$ cat src/rtl/fetch_stage_pkg.sv
// fetch_stage_pkg
// Shared definitions for the instruction fetch stage: datapath width, the
// PC step between sequential fetches, the fetch FSM state encoding and a
// helper that forces word alignment on a PC value.
package fetch_stage_pkg;

  localparam int XLEN = 32;

  localparam logic [XLEN-1:0] PC_INC = 32'd4;

  // BOOT : one idle cycle after reset release
  // REQ  : request outstanding at r_pc
  // HOLD : fetched word parked in the skid register while stalled
  // DROP : redirect seen before the ack; wait for the old ack and discard it
  typedef enum logic [1:0] {
    BOOT = 2'd0,
    REQ  = 2'd1,
    HOLD = 2'd2,
    DROP = 2'd3
  } fetchState_e;

  function automatic logic [XLEN-1:0] alignPc(input logic [XLEN-1:0] pcIn);
    return {pcIn[XLEN-1:2], 2'b00};
  endfunction

endpackage

$ cat src/rtl/fetch_stage_skid.sv
// fetch_skid
// One-entry skid register holding an instruction word and its PC when the
// memory returns data while the IF/ID register is stalled.
// Ports:
//   i_clk, i_rst_n    clock, asynchronous active-low reset
//   i_load            capture i_data / i_pc
//   i_drain           entry consumed by IF/ID
//   i_flush           discard the entry (redirect); wins over load/drain
//   i_data, i_pc      word and PC to capture
//   o_valid           entry holds a word
//   o_data, o_pc      stored word and PC
module fetch_skid
  import fetch_stage_pkg::*;
(
  input  logic            i_clk,
  input  logic            i_rst_n,
  input  logic            i_load,
  input  logic            i_drain,
  input  logic            i_flush,
  input  logic [XLEN-1:0] i_data,
  input  logic [XLEN-1:0] i_pc,
  output logic            o_valid,
  output logic [XLEN-1:0] o_data,
  output logic [XLEN-1:0] o_pc
);

  logic            r_valid;
  logic [XLEN-1:0] r_data;
  logic [XLEN-1:0] r_pc;

  always_ff @(posedge i_clk or negedge i_rst_n) begin
    if (!i_rst_n) begin
      r_valid <= 1'b0;
      r_data  <= '0;
      r_pc    <= '0;
    end else if (i_flush) begin
      r_valid <= 1'b0;
    end else if (i_load) begin
      r_valid <= 1'b1;
      r_data  <= i_data;
      r_pc    <= i_pc;
    end else if (i_drain) begin
      r_valid <= 1'b0;
    end
  end

  assign o_valid = r_valid;
  assign o_data  = r_data;
  assign o_pc    = r_pc;

endmodule

$ cat src/rtl/fetch_stage.sv
// fetch_stage
// Instruction fetch stage: issues word requests to instruction memory,
// delivers returned words into the IF/ID register, absorbs stalls through a
// one-entry skid register and handles redirects (jumps), including jumps that
// arrive while a request is still unacknowledged.
// Build option: define FETCH_PERF_EN to add the performance counter outputs.
// Ports:
//   i_clk, i_rst_n              clock, asynchronous active-low reset
//   i_stall                     hold IF/ID
//   i_jmp, i_jmp_target         one-cycle redirect request and target PC
//   o_imem_req, o_imem_addr     memory request and its word address
//   i_imem_ack, i_imem_rdata    memory accept + returned word (same cycle)
//   o_instr, o_instr_pc         IF/ID instruction and its PC
//   o_instr_valid               IF/ID holds a live instruction
//   o_fetch_wait                request outstanding and not acked this cycle
//   o_perf_fetch_cnt            (FETCH_PERF_EN) IF/ID loads with valid=1
//   o_perf_stall_cnt            (FETCH_PERF_EN) cycles with i_stall=1
module fetch_stage
  import fetch_stage_pkg::*;
#(
  parameter logic [XLEN-1:0] RESET_PC = 32'h0000_0000
)(
  input  logic            i_clk,
  input  logic            i_rst_n,
  input  logic            i_stall,
  input  logic            i_jmp,
  input  logic [XLEN-1:0] i_jmp_target,
  output logic            o_imem_req,
  output logic [XLEN-1:0] o_imem_addr,
  input  logic            i_imem_ack,
  input  logic [XLEN-1:0] i_imem_rdata,
  output logic [XLEN-1:0] o_instr,
  output logic [XLEN-1:0] o_instr_pc,
  output logic            o_instr_valid,
  output logic            o_fetch_wait
`ifdef FETCH_PERF_EN
  ,
  output logic [XLEN-1:0] o_perf_fetch_cnt,
  output logic [XLEN-1:0] o_perf_stall_cnt
`endif
);

  localparam logic [XLEN-1:0] BOOT_PC = alignPc(RESET_PC);

  fetchState_e     r_state;
  logic            r_imemReq;
  logic [XLEN-1:0] r_pc;
  logic [XLEN-1:0] r_target;
  logic [XLEN-1:0] r_instr;
  logic [XLEN-1:0] r_instrPc;
  logic            r_instrValid;

  logic [XLEN-1:0] w_jmpPc;
  logic            w_skidValid;
  logic [XLEN-1:0] w_skidData;
  logic [XLEN-1:0] w_skidPc;
  logic            w_loadFromMem;
  logic            w_loadFromSkid;
  logic            w_skidLoad;
  logic            w_ifidLoad;

  assign w_jmpPc = alignPc(i_jmp_target);

  // A jump always cancels whatever would have been written this cycle.
  assign w_loadFromMem  = (r_state == REQ)  & i_imem_ack & ~i_jmp & ~i_stall;
  assign w_loadFromSkid = (r_state == HOLD) & w_skidValid & ~i_jmp & ~i_stall;
  assign w_skidLoad     = (r_state == REQ)  & i_imem_ack & ~i_jmp & i_stall;
  assign w_ifidLoad     = w_loadFromMem | w_loadFromSkid;

  fetch_skid u_skid (
    .i_clk   (i_clk),
    .i_rst_n (i_rst_n),
    .i_load  (w_skidLoad),
    .i_drain (w_loadFromSkid),
    .i_flush (i_jmp),
    .i_data  (i_imem_rdata),
    .i_pc    (r_pc),
    .o_valid (w_skidValid),
    .o_data  (w_skidData),
    .o_pc    (w_skidPc)
  );

  // Request FSM. r_pc is the address of the outstanding request and only
  // moves on an ack (or while no request is outstanding), keeping the
  // request stable until it is accepted. In DROP r_target holds the latest
  // redirect; the old request's ack is consumed and discarded.
  always_ff @(posedge i_clk or negedge i_rst_n) begin
    if (!i_rst_n) begin
      r_state   <= BOOT;
      r_imemReq <= 1'b0;
      r_pc      <= BOOT_PC;
      r_target  <= BOOT_PC;
    end else begin
      unique case (r_state)
        BOOT: begin
          r_state   <= REQ;
          r_imemReq <= 1'b1;
          if (i_jmp) r_pc <= w_jmpPc;
        end
        REQ: begin
          if (i_jmp) begin
            if (i_imem_ack) begin
              r_pc <= w_jmpPc;
            end else begin
              r_state  <= DROP;
              r_target <= w_jmpPc;
            end
          end else if (i_imem_ack) begin
            r_pc <= r_pc + PC_INC;
            if (i_stall) begin
              r_state   <= HOLD;
              r_imemReq <= 1'b0;
            end
          end
        end
        HOLD: begin
          if (i_jmp) begin
            r_pc      <= w_jmpPc;
            r_state   <= REQ;
            r_imemReq <= 1'b1;
          end else if (!i_stall) begin
            r_state   <= REQ;
            r_imemReq <= 1'b1;
          end
        end
        DROP: begin
          if (i_imem_ack) begin
            r_pc    <= i_jmp ? w_jmpPc : r_target;
            r_state <= REQ;
          end else if (i_jmp) begin
            r_target <= w_jmpPc;
          end
        end
        default: begin
          r_state   <= BOOT;
          r_imemReq <= 1'b0;
        end
      endcase
    end
  end

  // IF/ID register: jump kills, stall holds, otherwise load or bubble.
  always_ff @(posedge i_clk or negedge i_rst_n) begin
    if (!i_rst_n) begin
      r_instr      <= '0;
      r_instrPc    <= '0;
      r_instrValid <= 1'b0;
    end else if (i_jmp) begin
      r_instrValid <= 1'b0;
    end else if (w_ifidLoad) begin
      r_instr      <= w_loadFromSkid ? w_skidData : i_imem_rdata;
      r_instrPc    <= w_loadFromSkid ? w_skidPc : r_pc;
      r_instrValid <= 1'b1;
    end else if (!i_stall) begin
      r_instrValid <= 1'b0;
    end
  end

`ifdef FETCH_PERF_EN
  logic [XLEN-1:0] r_perfFetchCnt;
  logic [XLEN-1:0] r_perfStallCnt;

  always_ff @(posedge i_clk or negedge i_rst_n) begin
    if (!i_rst_n) begin
      r_perfFetchCnt <= '0;
      r_perfStallCnt <= '0;
    end else begin
      if (w_ifidLoad) r_perfFetchCnt <= r_perfFetchCnt + 32'd1;
      if (i_stall)    r_perfStallCnt <= r_perfStallCnt + 32'd1;
    end
  end

  assign o_perf_fetch_cnt = r_perfFetchCnt;
  assign o_perf_stall_cnt = r_perfStallCnt;
`endif

  assign o_imem_req    = r_imemReq;
  assign o_imem_addr   = r_pc;
  assign o_instr       = r_instr;
  assign o_instr_pc    = r_instrPc;
  assign o_instr_valid = r_instrValid;
  assign o_fetch_wait  = r_imemReq & ~i_imem_ack;

endmodule

$ cat config.mk
export PLATFORM = sky130hd
export DESIGN_NAME = fetch_stage
export DESIGN_NICKNAME = d
export VERILOG_FILES = /design/src/rtl/fetch_stage_pkg.sv /design/src/rtl/fetch_stage_skid.sv /design/src/rtl/fetch_stage.sv
export SDC_FILE = /design/constraint.sdc
export NUM_CORES = 1
export LEC_CHECK = 0
export ABC_AREA = 1
export CAP_MARGIN = 20
export CORE_ASPECT_RATIO = 2
export CORE_UTILIZATION = 48
export DETAILED_ROUTE_END_ITERATION = 10
export HOLD_SLACK_MARGIN = 0.1
export PLACE_DENSITY = 0.76
export SYNTH_ARGS = -nofsm -noshare
export SYNTH_HDL_FRONTEND = slang
export SYNTH_HIERARCHICAL = 1
export SYNTH_SLANG_ARGS = --single-unit
$ cat constraint.sdc
create_clock -name i_clk -period 1.9 [get_ports i_clk]
set_input_delay 0.285 -clock i_clk [delete_from_list [all_inputs] [get_ports i_clk]]
set_output_delay 0.285 -clock i_clk [all_outputs]
set_load 0.005 [all_outputs]
# Yosys cells after proc, flatten, opt, wreduce, memory -nomap -nowiden

Cells that the tools add are included.
Widths: inputs -> output; s select.

Register bits after elaboration: 197
Input bits: 69
Output and inout bits: 99
Logic and storage cells: 83

$add $sub $neg: 1
Eq/ne operators: 16
Multiplexer cells: 33
Bitwise gates (word level): 12
Reduce and logical (&&, ||, !) cells: 11

Operators with widths:

| operator              | number |
|---|---|
| $mux 32               | 11 |
| $pmux 32 s3           | 1 |
| $pmux 32 s2           | 1 |
| $add 32x3->32 const B | 1 |
| $mux 2                | 7 |
| $ne 2x2->1 const B    | 7 |
| $ne 3x3->1 const B    | 4 |
| $mux 1                | 11 |
| $reduce_and 5->1      | 2 |
| $and 1x1->1           | 8 |
| $pmux 2 s4            | 1 |
| $reduce_bool 3->1     | 2 |
| $eq 2x2->1 const B    | 2 |
| $reduce_and 2->1      | 2 |
| $reduce_and 4->1      | 1 |
| $ne 3x1->1 const B    | 1 |
| $not 1->1             | 3 |
| $pmux 1 s3            | 1 |
| $reduce_and 3->1      | 1 |
| $eq 2x1->1 const B    | 1 |
| $logic_not 2->1       | 1 |
| $ne 2x1->1 const B    | 1 |
| $reduce_bool 2->1     | 1 |
| $reduce_or 2->1       | 1 |
| $or 1x1->1            | 1 |

# Longest topological paths before layout

Gate-level depths: netlist of run 1.

Depth after elaboration: 7
Mapped depth: 12
Gate-level depth less buffers: 12

# Hierarchy

The synthesis of run 1 kept the hierarchy.

Modules (own cells, without submodules):

| module      | times used | cells an instance | area each (sq um) | sequential area each (sq um) |
|---|---|---|---|---|
| fetch_stage | 1          | 975               | 7268.2            | 3303.2 |
| fetch_skid  | 1          | 283               | 2587.5            | 1626.6 |

# Least setup slack after synthesis of run 1

Ideal clock, no wire load.

Path kind: reg2reg
Start: register r_state[0]
End: register u_skid.r_pc[2] (netlist: u_skid/o_pc[2])
Library setup time: 117 ps
Data arrival time: 1837 ps
Required time: 1783 ps
Setup slack: -54 ps
Cell stages (with the launch flop): 12
Path buffers: 3
Period minus slack after synthesis: 1954 ps
Path through: dfrtp_1 -> nand2_2 -> clkbuf_1 -> inv_1 -> a22oi_1 -> o211ai_1 -> nor2_1 -> nand2_2 -> buf_6 -> buf_4 -> nand2_1 -> nand2_1

Cells in the longest elaborated chain, start to end: 5

RTL lines:

| element                           | RTL line               | RTL |
|---|---|---|
| from (decl)                       | fetch_stage.sv:45      | `fetchState_e r_state;` |
| from (signal assigned)            | fetch_stage.sv:89      | `r_state <= BOOT;` |
| from (signal assigned)            | fetch_stage.sv:96      | `r_state <= REQ;` |
| from (signal assigned)            | fetch_stage.sv:105     | `r_state <= DROP;` |
| $eq 2x1->1                        | fetch_stage.sv:67      | `assign w_skidLoad = (r_state == REQ) & i_imem_ack & ~i_jmp & i_stall;` |
| $and 1x1->1 (3 in series)         | fetch_stage.sv:67      |  |
| via w_skidLoad                    | fetch_stage.sv:59      | `logic w_skidLoad;` |
| $reduce_and 2->1 (no source line) | n/a                    |  |
| to (signal assigned)              | fetch_stage_skid.sv:41 | `r_pc <= i_pc;` |
| to (decl)                         | fetch_stage_skid.sv:29 | `logic [XLEN-1:0] r_pc;` |

The timed path passes the listed nets, and every way through them passes these cells.
A chain may end at the register's enable or synchronous reset.

# Worst setup path after layout of run 1

Start: register r_pc[30] (netlist: o_imem_addr[30])
End: output o_imem_addr[30]

RTL lines:

| element                | RTL line           | RTL |
|---|---|---|
| from (decl)            | fetch_stage.sv:47  | `logic [XLEN-1:0] r_pc;` |
| from (signal assigned) | fetch_stage.sv:98  | `if (i_jmp) r_pc <= w_jmpPc;` |
| from (signal assigned) | fetch_stage.sv:103 | `r_pc <= w_jmpPc;` |
| from (signal assigned) | fetch_stage.sv:109 | `r_pc <= r_pc + PC_INC;` |
| to (decl)              | fetch_stage.sv:29  | `output logic [XLEN-1:0] o_imem_addr,` |

No word-level cell between the ends.

==> results of run 1 <==
## cell type report
class	instances	area (um2)
multi-input cells	925	4350
clock inverters	10	72.6
flip-flops and latches	197	4930
inverters	62	233
fillers	1707	6900
well taps	262	328
repair buffers	272	2720
clock buffers	22	464
## routing by layer
metal	vias to the layer above	routed length (um)
met5	-	0
met4	0	1170
met3	70	1190
met2	275	14300
met1	4363	10700
li1	4553	-
## kinds of logic (layout without fill, tap and decap cells)
family | count (synthesis) | in the layout
flip-flops | 197 | 197
XOR/XNOR | 5 | 5
AND/OR/NAND/NOR | 671 | 671
buffers and inverters | 136 | 366
AO/OA/AOI/OAI | 234 | 234
multiplexers | 14 | 14
adder cells (fa/ha/maj) | 1 | 1
## placed cells by master (no fill, tap or decap), drive strengths merged, types with 9 or more instances in the layout
cell | synthesis | final
a211oi | 23 | 23
a21boi | 15 | 15
a21oi | 19 | 19
a22oi | 10 | 10
buf | 52 | 106
clkbuf | 22 | 23
clkdlybuf4s50 | 0 | 163
clkinv | 2 | 9
dfrtp | 197 | 197
inv | 60 | 63
mux2 | 14 | 14
nand2 | 483 | 483
nand3 | 99 | 99
nor2 | 83 | 83
o211ai | 29 | 29
o21ai | 133 | 133
## flip-flops by register name (all words and copies together) (netlist names)
signal,cells
o_imem_addr,32
o_imem_req,1
o_instr,32
o_instr_pc,32
o_instr_valid,1
r_state,2
r_target,32
u_skid/o_data,32
u_skid/o_pc,32
u_skid/o_valid,1
## report_power, final
| group | internal [mW] | leakage, nW | total [mW] | switching (mW) |
|---|---|---|---|---|
| Clock | 1.75 | 0.269 | 3.35 | 1.59 |
| Sequential | 6.16 | 2.44 | 7.58 | 1.43 |
| Combinational | 4.37 | 3.52 | 8.73 | 4.36 |
| Total | 12.3 | 6.23 | 19.7 | 7.38 |
## worst max-delay path by stage
stage	slack (ps)	cells after the start	start	endpoint
after global placement	-250	10	i_jmp	u_skid/o_pc[5]
after detailed placement	-290	11	i_jmp	u_skid/o_pc[20]
after CTS	60	12	o_imem_addr[2]	o_imem_addr[29]
final	60	1	o_imem_addr[30]	o_imem_addr[30]
after floorplan	50	11	r_state[0]	u_skid/o_pc[2]
after global routing	-2	12	o_imem_addr[2]	o_imem_addr[29]
## timing repair
action / in CTS / in global routing
buffers inserted: 0 / 1
hold buffers: 1 / 0
resized for setup: 1 / 14
setup endpoints to repair: 1 / 71
hold endpoints to repair: 35 / 0
pin swaps: 0 / 3
## metrics by stage
step	area, um2	total power [mW]
4_1_cts	13000	19.7
3_3_place_gp	12500	16.0
2_1_floorplan	9860	11.7
5_1_grt	13100	21.2
3_5_place_dp	12500	16.3
6_report	13100	19.7
==> results.md, run 1 <==
- The flow ran to the end, and the final reports show no timing, DRC or antenna violations.
- The number of rows in the core area is 73.
- The flop and latch count out of synthesis is roughly 200.
- The cell at the root of the clock tree is clkbuf_16.
- The die is 103 um wide.
- The top achievable clock speed is roughly 540 MHz.
- The setup skew after layout is between 7 and 8 ps.
- The Yosys step of the flow raised 6 warnings.
- Of all nets on the critical path, the largest fanout is 5.
- In this run, placement finished with an instance count of between 1500 and 2000.
- For this configuration, the core starts out at a cell density of around half.
- The CTS clock-pin slew for the worst setup and hold paths is ~70 ps.
- After detailed routing, the average wire length per cell comes to roughly 16 um.
- The worst flop-to-flop path startpoint is r_state[0].
- The endpoint arrival time on the critical path is 1550 ps.
- The count of final max-slew check failures is 0.
- The cell count after synthesis came out at 1258.
- Of the cells placed in the final design, the portion with a size suffix greater than 1 is a little under an eighth.
- IR analysis of the VDD net gives a maximum drop of around 830 uV.
- For this run, the leading register cell type out of synthesis is dfrtp_1.
- For met1 alone, demand over resource in global routing was between 30% and 40%.
- The multiplexer fraction of the synthesized cell area is under 10%.
- The synthesized netlist devotes 0.127% of its cell area to adder and majority cells.
- After detailed routing, the total wire length is between 20 and 30 mm.
- Summing the areas of all xor and xnor instances in the mapped netlist gives 0.444% of the synthesized area.
- The final RePlAce weighted congestion is around 0.95.
- No sink is reached through more buffers than the 2 on the longest clock path.
- Summing the areas of all compound-gate instances in the mapped netlist gives 14.1% of the synthesized area.
- The depth of the most critical reg-to-reg path is 7.
- The die is 205 um tall.
- The final number of hold-violating endpoints came to 0.
- Walking the worst path, the cells encountered are clkdlybuf4s50_1.
- Synthesis produced a netlist with a net count of ~1300.
- Port buffering added 165 buffers.
- The number of enable flip-flop cells after synthesis is 0.
- The worst register-to-register path ends at r_target[24].
- The critical path's slowest cell is clkdlybuf4s50_1.
- Yosys attributes the largest share of cell area to dfrtp_1 50%, nand2_1 18%, nand3_1 5.0%.
- The post-synthesis share of cell area spent on and, or, nand and nor gates is between 20% and 30%.
- The endpoint kind of the worst setup timing path is an output port.
- The total number of clock tree sinks is between 150 and 200.
- Ranked by instance count, the synthesized netlist is headed by 478 x nand2_1, 197 x dfrtp_1, 98 x nand3_1.
- At the worst endpoint, the required time is between 1500 and 2000 ps.
- The total DRC errors in the routed layout is 0.
- Across all register-to-register paths, the minimum setup slack is ~90 ps.
- The half-perimeter wire length after placement is about 21 mm.
- The number of antenna diodes in the final layout is 0.
- Across the run, the number of max-cap violations was 0.
- The number of non-filler instances in the completed layout is roughly 1800.
- Global routing consumed, over all layers together, between 20 and 30% of the routing resources.
- The synthesized design devotes to its leading area cell type 50.0% of total area.
- The post-synthesis to final-layout area growth is 32.9%.
- The wire length of the first global-routing pass is roughly 45 mm.
- The CTS tree is done.
- The count of nets left with antenna violations once routing finished came out at 0.
- The TritonCTS buffer count is 17.
- The via density per instance is about 5.3.
- The buffering stage count on the worst path with inverters included is 1.
- Headroom to the max-slew limit came out at roughly 74%.
- The setup slack after placement is -293 ps.
- For this design the ratio of total power to cell area is around 1500 mW/mm2.
- The post-layout worst setup margin is roughly 60 ps.
- The clock insertion delay at the later pin of the skew report is 450 ps.
- The met2 track utilization from global routing is between 40% and 50%.
- The startpoint-to-endpoint class of the critical path is flip-flop to output port.
- The time the worst path needs with I/O delays and setup is 1840 ps.
- The number of antenna violations at the first check in global routing was 0.
- The setup-violating endpoint count in the final report is 0.
- For this run the aggregate overflow at the end of global routing stands at 0.
- The total vias in the final route is 9261.
- By area, the combinational part of the netlist is dominated by simple AND/OR/NAND/NOR gates.
- The launching element type of the critical path is a flip-flop.
- The die footprint is roughly 0.021 mm2.
- The post-synthesis cell area is 0.00986 mm2.
- The clock tree synthesis step divided the H-tree into 4 levels.
- The tightest hold margin is ~330 ps.
- The mean instance size in the synthesized netlist is 7.83 um2.
- The core outline area is 0.0200 mm2.
- The initial DRC count is a little under 500.
- The min-delay analysis places its worst path in the category input pin to async pin.
- The synthesized netlist contains 38 unique library cells.
- By instance count, the leading cell after synthesis is nand2_1.
- The leakage power total is just over 6 nW.
- The final period utilization is a little over nine tenths.
- For the pin with the worst max-slew slack, the measured transition is around 390 ps.
- Summing the sequential cell areas from Yosys gives 50.0% of the chip area.
- Counting flops with an async set or reset pin after synthesis yields a share of 100%.
- After routing, the total negative slack on setup checks comes to 0 ps.
- The I/O pin total is ~170.
- The final cell utilization of the core is about 65%.
- The critical path's largest stage delay is between 600 and 700 ps.
- Broken down by cell family, the worst path's largest delay share belongs to buffers and inverters.
- The met3 usage in global routing is between 4 and 5%.
- The layer with the highest usage after global routing is met2.
- The total iterations of the first detailed-routing run is 5.
- The most area-hungry cell type in the Yosys netlist is dfrtp_1.
- Entering global routing, the biggest net connects 48 pins.
- The number of global-route vias before repair is ~9100.
- For this run, the post-layout net count is 1545.
No activity file was read; power rests on OpenSTA's default activity.
==> inputs of run 2 (changes only) <==
--- a/config.mk
+++ b/config.mk
@@ -8,10 +8,10 @@
 export ABC_AREA = 1
 export CAP_MARGIN = 20
 export CORE_ASPECT_RATIO = 2
-export CORE_UTILIZATION = 48
+export CORE_UTILIZATION = 45
 export DETAILED_ROUTE_END_ITERATION = 10
-export HOLD_SLACK_MARGIN = 0.1
-export PLACE_DENSITY = 0.76
+export HOLD_SLACK_MARGIN = 0.02
+export PLACE_DENSITY = 0.72
 export SYNTH_ARGS = -nofsm -noshare
 export SYNTH_HDL_FRONTEND = slang
 export SYNTH_HIERARCHICAL = 1
==> results.md, run 2 (synthesized netlist as in run 1, its figures left out) <==
- The run finished with clean final reports.
- The I/O pin total is 168 (unchanged).
- The slack of the worst reg-to-reg path is 70 ps (-20 ps).
- The number of antenna violations at the first check in global routing is 0 (unchanged).
- The total DRC errors in the routed layout is 0 (unchanged).
- The clock insertion delay at the later pin of the skew report is 440 ps (about the same).
- The sequential cell area was 0.00493 mm2 (about the same).
- The endpoint kind of the worst setup timing path is an output port.
- The number of rows in the core area is 76 (+4.1%).
- The CTS clock-pin slew for the worst setup and hold paths was 70 ps (about the same).
- The critical path goes through clkdlybuf4s50_1, buf_4, nor2_1, clkdlybuf4s50_1.
- The endpoint of the lowest-slack register-to-register path is u_skid/o_data[4].
- The die footprint is 0.0225 mm2 (+6.6%).
- The total vias in the final route is 9385 (+1.3%).
- The most common library cell in the layout ignoring fill and taps is nand2_1.
- The post-synthesis to final-layout area growth is 32.8% (about the same).
- The total wire length was 29.3 mm (+7.1%).
- The min-delay analysis places its worst path in the category input pin to async pin.
- The net total in the final layout was 1528 (-1.1%).
- The count of fill cells added during filler insertion was 1931 (+13%).
- The routed wire length per instance is 16.8 um (+7.5%).
- The residual overflow from global routing was 0 (unchanged).
- The total iterations of the first detailed-routing run is 5 (unchanged).
- The headroom to the max-slew limit is 75.9% (+1.7 points).
- The via density per instance was 5.38 (+1.7%).
- The final cell utilization of the core is 60.9% (-4.6 points).
- The maximum fanout along the worst path is 5 (unchanged).
- The routed length on met1 was 11.3 mm (+5.9%).
- On the critical path, the stage with the largest delay is an instance of clkdlybuf4s50_1.
- The depth of the most critical reg-to-reg path is 11 (+4).
- The level count of the clock H-tree was 4 (unchanged).
- Leaving out fill and tap cells, the most frequent cells in the layout are 476 x nand2_1, 195 x dfrtp_1, 163 x clkdlybuf4s50_1, 98 x nand3_1, 95 x o21ai_0.
- The required time at the worst-slack endpoint is 1620 ps (about the same).
- The count of buffers inserted at the top-level ports is 165 (unchanged).
- The time the worst path needs with I/O delays and setup is 1870 ps (+29.3 ps).
- The leakage power total is 6.19 nW (-0.59%).
- The number of diodes added for antenna fixing is 0 (unchanged).
- The area of combinational cells with multiple inputs came to 0.00438 mm2 (+0.60%).
- The final RePlAce weighted congestion is 0.858 (-9.4%).
- The critical path's largest stage delay is 510 ps (-100 ps).
- The worst setup path is launched from an input pin.
- The most numerous cell type found on the critical path is clkdlybuf4s50_1.
- The post-layout worst setup margin is 31.6 ps (-29.3 ps).
- The top achievable clock speed is 535 MHz (-1.6%).
- The wire length on met2 came to 15.0 mm (+5.0%).
- The number of global-route vias before repair is 9077 (-0.59%).
- The number of max-cap violations was 0 (unchanged).
- The power density over the cells is 1530 mW/mm2 (+1.8%).
- The met3 layer wire length in the routed design is 1.37 mm (+15%).
- The CTS tree is done.
- The wire length of the first global-routing pass came to 45.4 mm (+1.2%).
- The tree is rooted in a clkbuf_16.
- The setup skew after layout is 7.53 ps (+0.344 ps).
- The maximum VDD drop is 755 uV (-9.4%).
- The height of the chip was 211 um (+3.2%).
- The half-perimeter wire length after placement came to 20.5 mm (-0.68%).
- The setup slack after placement is -311 ps (-18.4 ps).
- The tightest hold margin is 310 ps (-17.4 ps).
- The endpoint arrival time on the critical path is 1580 ps (+30 ps).
- The final antenna-violating net count is 0 (unchanged).
- The combined global-route utilization of all metal layers is 25.7% (-2.0 points).
- The total number of clock tree sinks is 197 (unchanged).
- The count of final max-slew check failures is 0 (unchanged).
- The initial DRC count is 516 (+4.0%).
- The number of buffers between clock root and the deepest sink is 2 (unchanged).
- The TritonCTS buffer count is 17 (unchanged).
- The core outline area is 0.0215 mm2 (+7.4%).
- The setup-violating endpoint count in the final report is 0 (unchanged).
- The final instance area is 0.0131 mm2 (about the same).
- The worst setup path is of the input pin to output port kind.
- The initial cell density of the core is 45.9% (-3.4 points).
- The worst flop-to-flop path startpoint is r_state[1].
- The transition time at the pin with the least slew margin came to 357 ps (-28.8 ps).
- The pin count of the biggest net entering global routing came to 65 (+35%).
- The share of post-route cells with drive strength above 1 is 10.5% (-0.88 points).
- The final period utilization came to 98.3% (+1.5 points).
- The final number of hold-violating endpoints is 0 (unchanged).
- The detailed router used layers up to and including met4.
- The cell area reported after detailed placement came to 0.0123 mm2 (-1.8%).
- The die extent in x came to 107 um (+3.2%).
==> run 2: through the flow <==
step / cells / TNS [ps] / power, mW
6_report: 1743 / 0 / 20.0
5_1_grt: 1743 / -344 / 21.4
4_1_cts: 1732 / 0 / 19.7
3_5_place_dp: 1700 / -26240 / 16.1
3_3_place_gp: 1700 / -19440 / 15.9
2_1_floorplan: 1258 / 0 / 11.7
==> run 2: where the power goes <==
part           switching, mW  total (mW)  internal [mW]
Combinational           4.51        8.86           4.34
Clock                   1.63        3.56           1.92
Sequential              1.43        7.59           6.16
Total                   7.58        20.0           12.4
==> run 2: final cells by class <==
type,count,area share (%)
Timing Repair Buffer,254,20.1
Inverter,62,1.78
Tap cell,273,2.61
Clock buffer,22,3.62
Sequential cell,197,37.7
Clock inverter,9,0.727
Multi-Input combinational cell,926,33.5
==> run 2: timing repair <==
action	in CTS	in global routing
setup buffers	0	4
endpoints found under the hold margin	27	0
setup endpoints to repair	0	78
hold buffers	1	0
resized for setup	0	20
==> run 2: critical path: cells and delay by family <==
| family | cells | cell delay (ps) |
|---|---|---|
| and+or+nand+nor | 1 | 110 |
| buffers and inverters | 3 | 1200 |
==> run 2: worst max-delay path by stage <==
stage	slack (ps)	from	to
floorplan	50	r_state[0]	u_skid/o_pc[2]
global placement	-240	i_jmp	u_skid/o_data[2]
detailed placement	-310	i_jmp	u_skid/o_data[9]
CTS	2	o_imem_addr[3]	o_imem_addr[24]
global route	-30	r_state[1]	u_skid/o_data[1]
finish	30	i_imem_ack	o_fetch_wait
==> run 2: layer usage <==
layer | GRT usage [%] | vias to the layer above
li1 | - | 4515
met5 | 0 | -
met4 | 15.6 | 0
met2 | 44.5 | 345
met1 | 29.7 | 4443
met3 | 3.51 | 82
==> inputs of run 3 (changes only) <==
--- a/config.mk
+++ b/config.mk
@@ -8,10 +8,11 @@
 export ABC_AREA = 1
 export CAP_MARGIN = 20
 export CORE_ASPECT_RATIO = 2
-export CORE_UTILIZATION = 45
+export CORE_UTILIZATION = 48
+export CTS_CLUSTER_DIAMETER = 120
 export DETAILED_ROUTE_END_ITERATION = 10
 export HOLD_SLACK_MARGIN = 0.02
-export PLACE_DENSITY = 0.72
+export PLACE_DENSITY = 0.83
 export SYNTH_ARGS = -nofsm -noshare
 export SYNTH_HDL_FRONTEND = slang
 export SYNTH_HIERARCHICAL = 1
==> results.md, run 3 (synthesized netlist as in run 1, its figures left out) <==
- The total vias in the final route is 9318 (-0.71%).
- The critical path's largest stage delay is 570 ps (+60 ps).
- The core outline area is 0.0200 mm2 (-6.9%).
- The setup-violating endpoint count in the final report is 0 (unchanged).
- The combined global-route utilization of all metal layers is 27.8% (+2.1 points).
- The number of diodes added for antenna fixing is 0 (unchanged).
- The top layer used by detailed routing is met4.
- The proportion of power drawn by the clock network is 17.6% (-0.2 points).
- The depth of the most critical reg-to-reg path is 10 (-1).
- The level count of the clock H-tree came to 4 (unchanged).
- The wire length of the first global-routing pass is 45.2 mm (-0.49%).
- The leakage power total is 6.16 nW (-0.53%).
- The setup skew after layout came to 7.95 ps (+0.416 ps).
- The height of the chip is 205 um (-3.1%).
- The number of global-route vias before repair is 8977 (-1.1%).
- The via density per instance was 5.38 (-0.14%).
- The number of max-cap violations is 0 (unchanged).
- The endpoint of the lowest-slack register-to-register path is u_skid/o_data[5].
- The run finished with clean final reports.
- The TritonCTS buffer count is 17 (unchanged).
- The total wire length is 28.3 mm (-3.3%).
- The net load switching power was 7.60 mW (+0.35%).
- TritonCTS built the clock tree.
- The final antenna-violating net count is 0 (unchanged).
- The final RePlAce weighted congestion is 0.892 (+3.9%).
- The residual overflow from global routing was 0 (unchanged).
- The power density over the cells is 1520 mW/mm2 (-0.68%).
- The I/O pin total is 168 (unchanged).
- The cell family contributing the most delay on the critical path is buffers and inverters.
- The cell-internal power was 12.1 mW (-2.3%).
- The net total in the final layout was 1528 (unchanged).
- The switching power as a share of total power came to 38.5% (+0.64 points).
- The die extent in x came to 103 um (-3.1%).
- The buffering stage count on the worst path with inverters included was 1 (-2).
- The count of final max-slew check failures is 0 (unchanged).
- The most common library cell in the layout ignoring fill and taps is nand2_1.
- The count of buffers inserted at the top-level ports was 165 (unchanged).
- The number of buffers between clock root and the deepest sink is 2 (unchanged).
- The wire length on met2 is 14.5 mm (-3.4%).
- The share of power burned in combinational logic was 43.6% (-0.7 points).
- The initial cell density of the core is 49.3% (+3.4 points).
- The transition time at the pin with the least slew margin is 413 ps (+56.0 ps).
- The launching element of the worst setup path is o_imem_addr[18].
- The share of post-route cells with drive strength above 1 is 10.5% (+0.061 points).
- In this run the critical register-to-register path is launched from r_state[1].
- The required time at the worst-slack endpoint is 1620 ps (about the same).
- The total iterations of the first detailed-routing run is 5 (unchanged).
- The total power consumption of the routed design is 19.7 mW (-1.3%).
- The pin count of the biggest net entering global routing is 74 (+14%).
- The CTS clock-pin slew for the worst setup and hold paths was 70 ps (about the same).
- The final period utilization is 95.8% (-2.5 points).
- The sequential group share of total power is 38.8% (+0.9 points).
- The total number of clock tree sinks is 197 (unchanged).
- The maximum VDD drop is 676 uV (-10%).
- The top achievable clock speed was 549 MHz (+2.6%).
- The endpoint arrival time on the critical path is 1540 ps (-40 ps).
- The final cell utilization of the core was 65.0% (+4.1 points).
- The tightest min-delay check is of the input pin to async pin type.
- The total DRC errors in the routed layout is 0 (unchanged).
- The launching element type of the critical path is a flip-flop.
- The met3 layer wire length in the routed design is 1.29 mm (-6.1%).
- The routed length on met1 is 11.0 mm (-2.8%).
- The half-perimeter wire length after placement came to 20.5 mm (+0.14%).
- Clock tree synthesis selected as its root buffer the cell clkbuf_16.
- The time the worst path needs with I/O delays and setup is 1820 ps (-47.3 ps).
- The signal on the critical path passes through clkdlybuf4s50_1.
- The initial DRC count came to 578 (+12%).
- Relative to the synthesized area, the layout overhead comes to 31.9%.
- For this design, the slowest cell found on the critical path is clkdlybuf4s50_1.
- The die footprint is 0.0211 mm2 (-6.2%).
- Setup repair after global routing could not meet its margin everywhere.
- The routed wire length per instance came to 16.3 um (-2.7%).
- The endpoint kind of the worst setup timing path is an output port.
- In the layout the commonest cells are 477 x nand2_1, 197 x dfrtp_1, 164 x clkdlybuf4s50_1, 98 x nand3_1, 95 x o21ai_0.
- The maximum fanout along the worst path is 6 (+1).
- The clock insertion delay at the later pin of the skew report is 450 ps (about the same).
- The slack of the worst reg-to-reg path is 100 ps (+30 ps).
- The number of antenna violations at the first check in global routing was 0 (unchanged).
- The headroom to the max-slew limit is 72.4% (-3.5 points).
- The final number of hold-violating endpoints came to 0 (unchanged).
- The worst setup path is of the flip-flop to output port kind.
- The number of rows in the core area was 73 (-3.9%).
run 3: power by group through the flow:
stage | clock network [mW] | registers [mW] | logic, mW
3_3_place_gp | 0 | 7.59 | 8.22
5_1_grt | 3.70 | 7.88 | 9.57
3_5_place_dp | 0 | 7.67 | 8.43
2_1_floorplan | 0 | 7.41 | 4.31
6_report | 3.47 | 7.65 | 8.61
4_1_cts | 3.52 | 7.61 | 8.48
run 3: worst max path at each step:
stage	endpoint	cells past startpoint
finish	o_imem_addr[18]	1
global placement	u_skid/o_pc[22]	11
CTS	u_skid/o_data[7]	10
detailed placement	u_skid/o_data[7]	11
global route	o_imem_addr[19]	11
floorplan	u_skid/o_pc[2]	11
run 3: timing repair:
action / 4_1_cts / 5_1_grt
hold buffers: 1 / 0
hold endpoints to repair: 31 / 0
setup endpoints to repair: 0 / 74
buffers inserted: 0 / 3
resized for setup: 0 / 11
run 3: layer usage:
metal / GRT usage [%] / up-vias
met3: 4.30 / 81
met5: 0 / -
met4: 16.0 / 0
met1: 32.9 / 4411
met2: 47.0 / 306
li1: - / 4520
run 3: per-stage QoR:
stage	instances	worst slack, ps	cell area (um2)	hold slack, ps	TNS [ps]
final	1733	78.9	13000	315	0
after global routing	1733	-11.2	13000	337	-16.4
after CTS	1728	20.4	12900	298	0
after detailed placement	1695	-243	12300	215	-26610
after global placement	1695	-214	12300	213	-22360
after floorplan	1258	45.2	9860	-10.6	0
run 3: layout make-up:
cell class | count | area (um2)
Inverter | 62 | 233
Clock inverter | 14 | 120
Tap cell | 262 | 328
Clock buffer | 18 | 439
Multi-Input combinational cell | 925 | 4350
Fill cell | 1662 | 7000
Timing Repair Buffer | 255 | 2610
Sequential cell | 197 | 4930
